--- src/rtl/fft_spectrum_peak.sv ---
// rtl/fft_spectrum_peak.sv - per-bin magnitude and per-frame peak tracker for an FFT result stream
//
// Purpose:
//   Consumes the FFT output controller's result stream. For each accepted bin it
//   computes |X| ~= max(|re|,|im|) + min(|re|,|im|)/2 and forwards it as a magnitude
//   stream with a fixed latency of 3 cycles. For each completed frame it reports
//   the peak bin (ties keep the lowest index). The FFT has no backpressure, so
//   every valid beat is taken.
//
// Ports:
//   i_aclk, i_rst            clock, synchronous active-high reset
//   i_axi4s_data_*           FFT result beats (re low field, im high field, bin in tuser)
//   o_mag_*                  magnitude stream (valid, magnitude, bin index, last forwarded bin)
//   o_peak_vld               one-cycle pulse, one cycle after the o_mag_tlast beat
//   o_peak_index/o_peak_mag  peak of the last completed frame, held until the next report
//   o_frame_err              one-cycle pulse on a bin-sequence error
//
// Optional feature macro: FFT_SPEC_FRAME_CHECK_EN
//   Defined: bin-continuity / tlast checking in RUN; an error drops the rest of the
//   frame and suppresses its peak report. Undefined: o_frame_err is tied to 0.

module fft_spectrum_peak #(
  parameter int LOG2_FFT_LEN  = 8,
  parameter int OUT_WIDTH     = 25,
  parameter int DATA_WIDTH    = 32,
  parameter int USER_WIDTH    = 16,
  parameter int HALF_SPECTRUM = 1,
  parameter int SKIP_DC       = 1
) (
  input  logic                    i_aclk,
  input  logic                    i_rst,
  input  logic                    i_axi4s_data_tvalid,
  input  logic [2*DATA_WIDTH-1:0] i_axi4s_data_tdata,
  input  logic                    i_axi4s_data_tlast,
  input  logic [USER_WIDTH-1:0]   i_axi4s_data_tuser,
  output logic                    o_mag_tvalid,
  output logic [OUT_WIDTH:0]      o_mag_tdata,
  output logic [LOG2_FFT_LEN-1:0] o_mag_index,
  output logic                    o_mag_tlast,
  output logic                    o_peak_vld,
  output logic [LOG2_FFT_LEN-1:0] o_peak_index,
  output logic [OUT_WIDTH:0]      o_peak_mag,
  output logic                    o_frame_err
);

  localparam int IW = LOG2_FFT_LEN;
  localparam int AW = OUT_WIDTH - 1;  // |x| never exceeds 2^(OUT_WIDTH-1)-1 after saturation
  localparam int MW = OUT_WIDTH + 1;
  localparam logic [IW-1:0] LAST_HALF = {1'b0, {(IW-1){1'b1}}};
  localparam logic [IW-1:0] FIRST_BIN = (SKIP_DC != 0) ? IW'(1) : '0;

  typedef enum logic {ST_IDLE, ST_RUN} state_t;
  state_t r_state, w_state_nxt;

  logic [OUT_WIDTH-1:0] w_re, w_im;
  logic [IW-1:0]        w_idx;
  logic                 w_in_range, w_last_fwd, w_accept, w_seq_bad;
  logic                 w_unused;

  assign w_re  = i_axi4s_data_tdata[OUT_WIDTH-1:0];
  assign w_im  = i_axi4s_data_tdata[DATA_WIDTH +: OUT_WIDTH];
  assign w_idx = i_axi4s_data_tuser[IW-1:0];
  // Padding bits of tdata/tuser carry no information.
  assign w_unused = ^{i_axi4s_data_tdata, i_axi4s_data_tuser, i_axi4s_data_tlast};

  // In half-spectrum mode the upper half of the frame is never forwarded.
  assign w_in_range = (HALF_SPECTRUM == 0) || !w_idx[IW-1];
  assign w_last_fwd = (HALF_SPECTRUM != 0) ? (w_idx == LAST_HALF) : i_axi4s_data_tlast;

  function automatic logic [AW-1:0] f_abs(input logic [OUT_WIDTH-1:0] v);
    logic [OUT_WIDTH-1:0] neg;
    neg = -v;
    if (!v[OUT_WIDTH-1])       return v[AW-1:0];
    else if (v[AW-1:0] == '0)  return '1;  // most negative value saturates
    else                       return neg[AW-1:0];
  endfunction

`ifdef FFT_SPEC_FRAME_CHECK_EN
  logic [IW-1:0] r_prev_idx, w_idx_exp;
  logic          r_frame_err, w_err;

  assign w_idx_exp = r_prev_idx + 1'b1;
  assign w_seq_bad = (w_idx != w_idx_exp) || (i_axi4s_data_tlast && (w_idx != '1));
  assign w_err     = (r_state == ST_RUN) && i_axi4s_data_tvalid && w_seq_bad;

  always_ff @(posedge i_aclk) begin
    if (i_rst) begin
      r_prev_idx  <= '0;
      r_frame_err <= 1'b0;
    end else begin
      r_frame_err <= w_err;
      if (w_accept) r_prev_idx <= w_idx;
    end
  end

  assign o_frame_err = r_frame_err;
`else
  assign w_seq_bad   = 1'b0;
  assign o_frame_err = 1'b0;
`endif

  // Frame sequencing: IDLE resyncs on bin 0, RUN ends at the last forwarded bin.
  always_comb begin
    w_state_nxt = r_state;
    w_accept    = 1'b0;
    if (r_state == ST_IDLE) begin
      if (i_axi4s_data_tvalid && (w_idx == '0)) begin
        w_accept    = 1'b1;
        w_state_nxt = w_last_fwd ? ST_IDLE : ST_RUN;
      end
    end else begin
      if (i_axi4s_data_tvalid) begin
        if (w_seq_bad) begin
          w_state_nxt = ST_IDLE;
        end else begin
          w_accept = w_in_range;
          if (w_in_range && w_last_fwd) w_state_nxt = ST_IDLE;
        end
      end
    end
  end

  logic          r_s1_vld, r_s2_vld, r_s3_vld;
  logic          r_s1_last, r_s2_last, r_s3_last;
  logic [IW-1:0] r_s1_idx, r_s2_idx, r_s3_idx;
  logic [AW-1:0] r_s1_re, r_s1_im, r_s2_mx, r_s2_mn;
  logic [MW-1:0] r_s3_mag;
  logic [IW-1:0] r_run_idx, r_peak_idx;
  logic [MW-1:0] r_run_mag, r_peak_mag;
  logic          r_peak_vld;

  logic          w_searched, w_take;
  logic [IW-1:0] w_cand_idx;
  logic [MW-1:0] w_cand_mag;

  // The first searched bin loads unconditionally; later bins need a strictly larger
  // magnitude so that ties keep the lowest index.
  assign w_searched = !((SKIP_DC != 0) && (r_s3_idx == '0));
  assign w_take     = w_searched && ((r_s3_idx == FIRST_BIN) || (r_s3_mag > r_run_mag));
  assign w_cand_idx = w_take ? r_s3_idx : r_run_idx;
  assign w_cand_mag = w_take ? r_s3_mag : r_run_mag;

  always_ff @(posedge i_aclk) begin
    if (i_rst) begin
      r_state    <= ST_IDLE;
      r_s1_vld   <= 1'b0;  r_s2_vld  <= 1'b0;  r_s3_vld  <= 1'b0;
      r_s1_last  <= 1'b0;  r_s2_last <= 1'b0;  r_s3_last <= 1'b0;
      r_s1_idx   <= '0;    r_s2_idx  <= '0;    r_s3_idx  <= '0;
      r_s1_re    <= '0;    r_s1_im   <= '0;
      r_s2_mx    <= '0;    r_s2_mn   <= '0;
      r_s3_mag   <= '0;
      r_run_idx  <= '0;    r_run_mag <= '0;
      r_peak_vld <= 1'b0;
      r_peak_idx <= '0;    r_peak_mag <= '0;
    end else begin
      r_state   <= w_state_nxt;
      // S1: absolute values
      r_s1_vld  <= w_accept;
      r_s1_re   <= f_abs(w_re);
      r_s1_im   <= f_abs(w_im);
      r_s1_idx  <= w_idx;
      r_s1_last <= w_last_fwd;
      // S2: ordering
      r_s2_vld  <= r_s1_vld;
      r_s2_mx   <= (r_s1_re >= r_s1_im) ? r_s1_re : r_s1_im;
      r_s2_mn   <= (r_s1_re >= r_s1_im) ? r_s1_im : r_s1_re;
      r_s2_idx  <= r_s1_idx;
      r_s2_last <= r_s1_last;
      // S3: alpha-max-plus-beta-min magnitude
      r_s3_vld  <= r_s2_vld;
      r_s3_mag  <= MW'(r_s2_mx) + MW'(r_s2_mn >> 1);
      r_s3_idx  <= r_s2_idx;
      r_s3_last <= r_s2_last;
      // Peak search; the report captures the candidate including the last bin, so a
      // following frame loading r_run_* in the next cycle cannot disturb it.
      if (r_s3_vld && w_searched) begin
        r_run_idx <= w_cand_idx;
        r_run_mag <= w_cand_mag;
      end
      r_peak_vld <= r_s3_vld && r_s3_last;
      if (r_s3_vld && r_s3_last) begin
        r_peak_idx <= w_cand_idx;
        r_peak_mag <= w_cand_mag;
      end
    end
  end

  assign o_mag_tvalid = r_s3_vld;
  assign o_mag_tdata  = r_s3_mag;
  assign o_mag_index  = r_s3_idx;
  assign o_mag_tlast  = r_s3_last;
  assign o_peak_vld   = r_peak_vld;
  assign o_peak_index = r_peak_idx;
  assign o_peak_mag   = r_peak_mag;

endmodule

--- config.mk ---
export PLATFORM = sky130hd
export DESIGN_NAME = fft_spectrum_peak
export DESIGN_NICKNAME = d
export VERILOG_FILES = /design/src/rtl/fft_spectrum_peak.sv
export SDC_FILE = /design/constraint.sdc
export NUM_CORES = 1
export LEC_CHECK = 0
export CORE_MARGIN = 1.5
export CORE_UTILIZATION = 42
export DETAILED_ROUTE_END_ITERATION = 16
export SYNTH_ARGS = -nofsm -noshare
export SYNTH_HDL_FRONTEND = slang
export SYNTH_SLANG_ARGS = --single-unit
--- constraint.sdc ---
create_clock -name i_aclk -period 3.3 [get_ports i_aclk]
set_input_delay 0.66 -clock i_aclk [delete_from_list [all_inputs] [get_ports i_aclk]]
set_output_delay 0.66 -clock i_aclk [all_outputs]
set_load 0.01 [all_outputs]
==> out/qor.csv, run 1 <==
stage,metric,value,unit
status,outcome,completed,
synthesis,yosysMostFrequentCell,dfxtp_1,
detailed_routing,drt-pass1-iter-count,6,
cts,htree_levels,1,
synthesis,synth_compound_area_share,20.0,%
synthesis,avgSynthCellArea,9.12,µm²
sta,slew_headroom,20.2,%
synthesis,synthArstFlopShare,0,%
global_route,grt_pass1_vias,8247,
min_path,hold_path.class,flop to flop,
sta,min_period,2.99,ns
floorplanning,fp.dieW,163,µm
sta,worst_slew_pin_slew,1.19,ns
placement,port_buffers,130,
placement,place_congestion,0.812,
global_route,use_met1,25.8,%
floorplanning,core_area,25200,µm²
sta,rsz0062_at_grt,no,
synthesis,yosysSeqAreaShare,40.8,%
synthesis,ys_types,77,
synthesis,yosys_warnings,0,
cts,clk-insertion-delay-late,0.51,ns
sta,final-hold-violation-count,0,
cts,cts_hold_buf,0,
placement,dp_hpwl,17.9,mm
sta,finalSetupTns,0,ns
synthesis,synth_edf_count,0,
cts,cts_tree,done,
worst_setup_path,timing.critical_path.slowest_cell_delay,0.96,ns
placement,placed_cell_area,12300,µm²
run,drv_cap,0,
cts,clock-sinks,220,
synthesis,synthMuxAreaShare,5.50,%
cts,cts_buffers,24,
sta,slew_viol_final,0,
synthesis,synth_simple_gate_area_share,14.8,%
worst_setup_path,start_kind,flop,
synthesis,synthTopCellsByCount,"dfxtp_1, nand2_1, ha_1, nor2_1, inv_1",
power,ir_drop,0.365,mV
floorplanning,start_util,42.8,%
synthesis,synth_top_family_by_area,compound AO/OA/AOI/OAI gates,
synthesis,yosysTopAreaCell,dfxtp_1,
layout,fin_area,13200,µm²
detailed_routing,wl,24.5,mm
global_route,use_met3,2.41,%
cts,clk_pin_slew_worst_paths,0.06,ns
detailed_routing,vias,8571,
detailed_routing,ant_nets,0,
layout,drive_gt1_share,6.38,%
cts,clock-root-buffer,clkbuf_16,
cts,cts_setup_buffers,0,
global_route,grt_antenna_before_repair,0,
synthesis,ys_seq_elements,220,
cts,clock_path_buffers,3,
sta,setup_viol,0,
layout,nets,1442,
sta,whs,0.433,ns
floorplanning,die_height,163,µm
sta,finalCritPeriodShare,90.6,%
power,p_per_area,533,nW/µm²
worst_setup_path,arrival,3.43,ns
worst_setup_path,critPathSlowestCell,a21boi_4,
worst_setup_path,crit_chain,"inv_1, ha_1, nand4b_1, or2_1, o221ai_1, nand3_2, a21boi_4, mux2i_1",
synthesis,syn_area,10800,µm²
global_route,grt_pass1_wl,41.2,mm
detailed_routing,drc,0,
floorplanning,io_pins,156,
worst_setup_path,crit_path_end_kind,flop,
detailed_routing,initialDrtViolationCount,403,
global_route,overflow,0,
layout,post-route-util,52.3,%
cts,ctsResizeCount,0,
worst_setup_path,crit_fanout,34,
layout,syn_to_final_growth,22.1,%
global_route,grt_start_max_net_pins,54,
sta,clock_skew,0.0137,ns
layout,num_antenna_cells,0,
detailed_routing,wire_per_inst,15.0,µm
synthesis,synth_fa_ha_area_share,8.77,%
floorplanning,dieArea,26600,µm²
worst_setup_path,cp.required,3.74,ns
synthesis,synthXorXnorAreaFrac,4.47,%
floorplanning,num_rows,58,
synthesis,synth_top_area_share,40.8,%
power,p_leak,5.17,nW
synthesis,ys_top_cells_by_area,"dfxtp_1, ha_1, mux2i_1",
synthesis,syn_inst,1182,
global_route,track_usage,18.7,%
worst_setup_path,path_class,flop to flop,
synthesis,dominantRegCellSynth,dfxtp_1,
global_route,top_usage_layer,met2,
global_route,met2_usage,30.3,%
sta,max_freq,334,MHz
power,power,7.01,mW
detailed_routing,vias_per_cell,5.26,
[per-stage QoR]
step                      cells  setup slack, ns
final                      1631            0.310
after global routing       1631            0.140
after CTS                  1631            0.277
after detailed placement   1587            0.246
after global placement     1587            0.257
after floorplan            1183            0.893
[flip-flops by register name, indices dropped and copies added (netlist names), 8 cells and up]
register      flops
o_peak_mag       26
r_run_mag        26
o_mag_tdata      25
r_s1_im          24
r_s1_re          24
r_s2_mx          24
r_s2_mn          23
o_mag_index       8
o_peak_index      8
r_run_idx         8
r_s1_idx          8
r_s2_idx          8
[metal layers]
layer,share of wire (%),up-vias
met1,49,3882
met3,4.7,39
met4,2.4,0
met5,0,-
li1,-,4443
met2,44,207
[worst paths after layout]
path                                  endpoint  slack [ns]           from  cells past startpoint
worst min-delay path            o_mag_index[3]        0.43    r_s2_idx[3]                      1
worst max-delay path              r_run_idx[3]        0.31  r_run_mag[23]                      8
worst max register to register    r_run_idx[3]        0.31  r_run_mag[23]                      8
worst min register to register  o_mag_index[3]        0.43    r_s2_idx[3]                      1
[cell type report]
type / instances / area, µm²
fill: 2374 / 12000
clock buffer: 32 / 682
tap: 330 / 413
inverter: 69 / 259
multi-input combinational: 818 / 5780
timing repair buffer: 150 / 1460
sequential: 220 / 4400
clock inverter: 12 / 164
[cells in the final DEF (no fill, tap or decap), drive strengths merged, types with 38 or more instances in the layout]
| cell type | n |
|---|---|
| nand3 | 46 |
| a21oi | 66 |
| nand2 | 99 |
| dfxtp | 220 |
| ha | 74 |
| o21ai | 58 |
| mux2i | 57 |
| clkdlybuf4s50 | 129 |
| o31ai | 38 |
| xor2 | 39 |
| inv | 69 |
| nor2 | 73 |
[cells by family after synthesis]
kind of cell             Yosys count
AND/OR/NAND/NOR                  320
AO/OA/AOI/OAI                    307
flip-flops                       220
buffers and inverters            145
adder cells (fa/ha/maj)           75
multiplexers                      59
XOR/XNOR                          55
other                              1
[power by group]
part	leakage, nW	switching, mW	internal (mW)	total [mW]
clock	0.422	1.04	1.76	2.80
combinational	2.95	0.733	0.547	1.28
sequential	1.80	0.114	2.81	2.93
total	5.17	1.89	5.12	7.01
[critical path: cells and delay by family, from the launching register on]
kind,cells,cell delay [ns]
compound gates,2,1.37
fa+ha+maj,1,0.29
buf+inv,1,0.06
flops,1,0.33
mux,1,0.27
simple gates,3,0.59
(Power assumes the default switching activity.)
==> inputs of run 2 (changes only) <==
- PLACE_DENSITY: not set -> 0.67
- clock period: 3.3 -> 2.66 ns (I/O delays scaled with it)
==> out/qor.csv, run 2 (same netlist as run 1, synthesis figures left out) <==
stage,metric,value,unit,change
detailed_routing,wire_per_inst,14.5,µm,was 15.0 µm
floorplanning,die_height,163,µm,unchanged
sta,clock_skew,0.0231,ns,was 0.0137 ns
power,ir_drop,0.453,mV,was 0.365 mV
cts,cts_buffers,23,,was 24
detailed_routing,vias,8757,,was 8571
detailed_routing,vias_per_cell,5.22,,was 5.26
floorplanning,dieArea,26600,µm²,unchanged
global_route,grt_pass1_wl,40.5,mm,was 41.2 mm
layout,instances_no_fill,1678,,was 1631
detailed_routing,wl_met1,11.9,mm,about the same
detailed_routing,ant_nets,0,,unchanged
power,p_leak,5.46,nW,was 5.17 nW
detailed_routing,wl_met3,1.08,mm,was 1.16 mm
cts,clock-sinks,220,,unchanged
placement,dp_cells,1635,,was 1587
layout,final_cell_mix,"dfxtp_1, clkdlybuf4s50_1, nand2_1",,unchanged
floorplanning,io_pins,156,,unchanged
cts,clock-root-buffer,clkbuf_16,,unchanged
sta,whs,0.431,ns,was 0.433 ns
detailed_routing,wl,24.3,mm,was 24.5 mm
worst_setup_path,start_kind,flop,,unchanged
cts,clk-insertion-delay-late,0.51,ns,about the same
detailed_routing,wl_met2,10.8,mm,about the same
layout,drive_gt1_share,10.2,%,was 6.38%
detailed_routing,drt-pass1-iter-count,5,,was 6
layout,num_antenna_cells,0,,unchanged
worst_setup_path,crit_path_end_kind,flop,,unchanged
sta,finalCritPeriodShare,96.7,%,was 90.6%
layout,final_common_cell,dfxtp_1,,unchanged
global_route,track_usage,18.3,%,was 18.7%
sta,max_freq,389,MHz,was 334 MHz
cts,clk_pin_slew_worst_paths,0.06,ns,about the same
cts,cts_tree,done,,unchanged
placement,place_congestion,0.856,,was 0.812
floorplanning,core_area,25200,µm²,unchanged
worst_setup_path,arrival,2.97,ns,was 3.43 ns
sta,setup_viol,0,,unchanged
sta,worst_slew_pin_slew,0.689,ns,was 1.19 ns
min_path,hold_path.class,flop to flop,,unchanged
status,outcome,completed,,unchanged
detailed_routing,initialDrtViolationCount,529,,was 403
sta,slew_viol_final,0,,unchanged
floorplanning,fp.dieW,163,µm,unchanged
detailed_routing,drc,0,,unchanged
worst_setup_path,r2r_start,r_s2_mx[0],,was r_run_mag[23]
layout,post-route-util,54.5,%,was 52.3%
floorplanning,num_rows,58,,unchanged
cts,clock_path_buffers,3,,unchanged
power,p_per_area,659,nW/µm²,was 533 nW/µm²
detailed_routing,top_layer_used,met4,,unchanged
sta,rsz0062_at_grt,no,,unchanged
min_path,whs_path_depth,1,,unchanged
layout,multi_input_area,5810,µm²,was 5780 µm²
worst_setup_path,cp-startpoint,r_s2_mx[0],,was r_run_mag[23]
worst_setup_path,crit_fanout,3,,was 34
global_route,grt_start_max_net_pins,161,,was 54
run,drv_cap,0,,unchanged
cts,htree_levels,1,,unchanged
sta,final-hold-violation-count,0,,unchanged
layout,nets,1491,,was 1442
layout,nFillCells,2216,,was 2374
global_route,grt_pass1_vias,8406,,was 8247
global_route,overflow,0,,unchanged
layout,regArea,4400,µm²,unchanged
placement,dp_hpwl,17.5,mm,was 17.9 mm
worst_setup_path,path_class,flop to flop,,unchanged
worst_setup_path,cp.required,3.06,ns,was 3.74 ns
sta,slew_headroom,54.1,%,was 20.2%
placement,port_buffers,130,,unchanged
sta,min_period,2.57,ns,was 2.99 ns
worst_setup_path,r2r_cells,9,,was 8
layout,syn_to_final_growth,27.4,%,was 22.1%
global_route,grt_antenna_before_repair,0,,unchanged
floorplanning,start_util,42.8,%,unchanged
min_path,min_from,r_s1_idx[1],,was r_s2_idx[3]
## run 2: cell count changes in the layout (fill, tap and decap cells not counted), sizes merged
cell / before / now
bufinv: 4 / 7
clkinvlp: 0 / 3
inv: 69 / 71
buf: 21 / 71
clkbuf: 32 / 28
clkinv: 8 / 1
## run 2: layout make-up
cell class | instances | area share (%)
Sequential cell | 220 | 32.1
Clock buffer | 28 | 4.69
Inverter | 69 | 1.89
Clock inverter | 13 | 1.86
Timing Repair Buffer | 200 | 14.2
Tap cell | 330 | 3.01
Multi-Input combinational cell | 818 | 42.3
## run 2: per-layer routing
metal  track usage (%)  vias to the layer above
met5                 0                        -
met4              5.96                        0
met3              2.29                       39
met2              29.9                      218
met1              25.0                     3964
li1                  -                     4536
## run 2: through the flow
stage	TNS, ns	area (µm²)	setup WS, ns	total power [mW]
finish	0	13700	0.0875	9.06
global route	0	13700	0.00406	9.49
CTS	0	13700	0.0229	9.11
detailed placement	-2.29	12800	-0.162	5.38
global placement	-1.12	12800	-0.151	5.36
floorplan	0	10800	0.296	4.77
## run 2: path summary, 6_finish.rpt
check | endpoint | slack, ns
setup / recovery | o_mag_tdata[24] | 0.09
hold / removal | r_s2_idx[1] | 0.43
setup reg to reg | o_mag_tdata[24] | 0.09
hold reg to reg | r_s2_idx[1] | 0.43
## run 2: timing repair
action                                  CTS  global route
hold buffers                              0             0
gates cloned                              0             0
pin swaps                                 0             2
buffers inserted                          0             2
resized for setup                         1             5
endpoints found under the setup margin    6            41
## run 2: power breakdown
part           total [mW]  internal, mW  switching (mW)
registers            3.63          3.49           0.137
logic                1.72         0.787           0.937
clock network        3.71          2.41            1.30
total                9.06          6.68            2.38
## run 2: worst max-delay path, stage by stage (launching register included)
cell and delay (ns):
dfxtp_1 0.30, ha_1 0.21, fa_1 0.40, a21oi_1 0.25, o22ai_1 0.17, o31ai_2 0.34
o221ai_1 0.28, a41oi_2 0.29, nor2_1 0.06, o21a_1 0.18
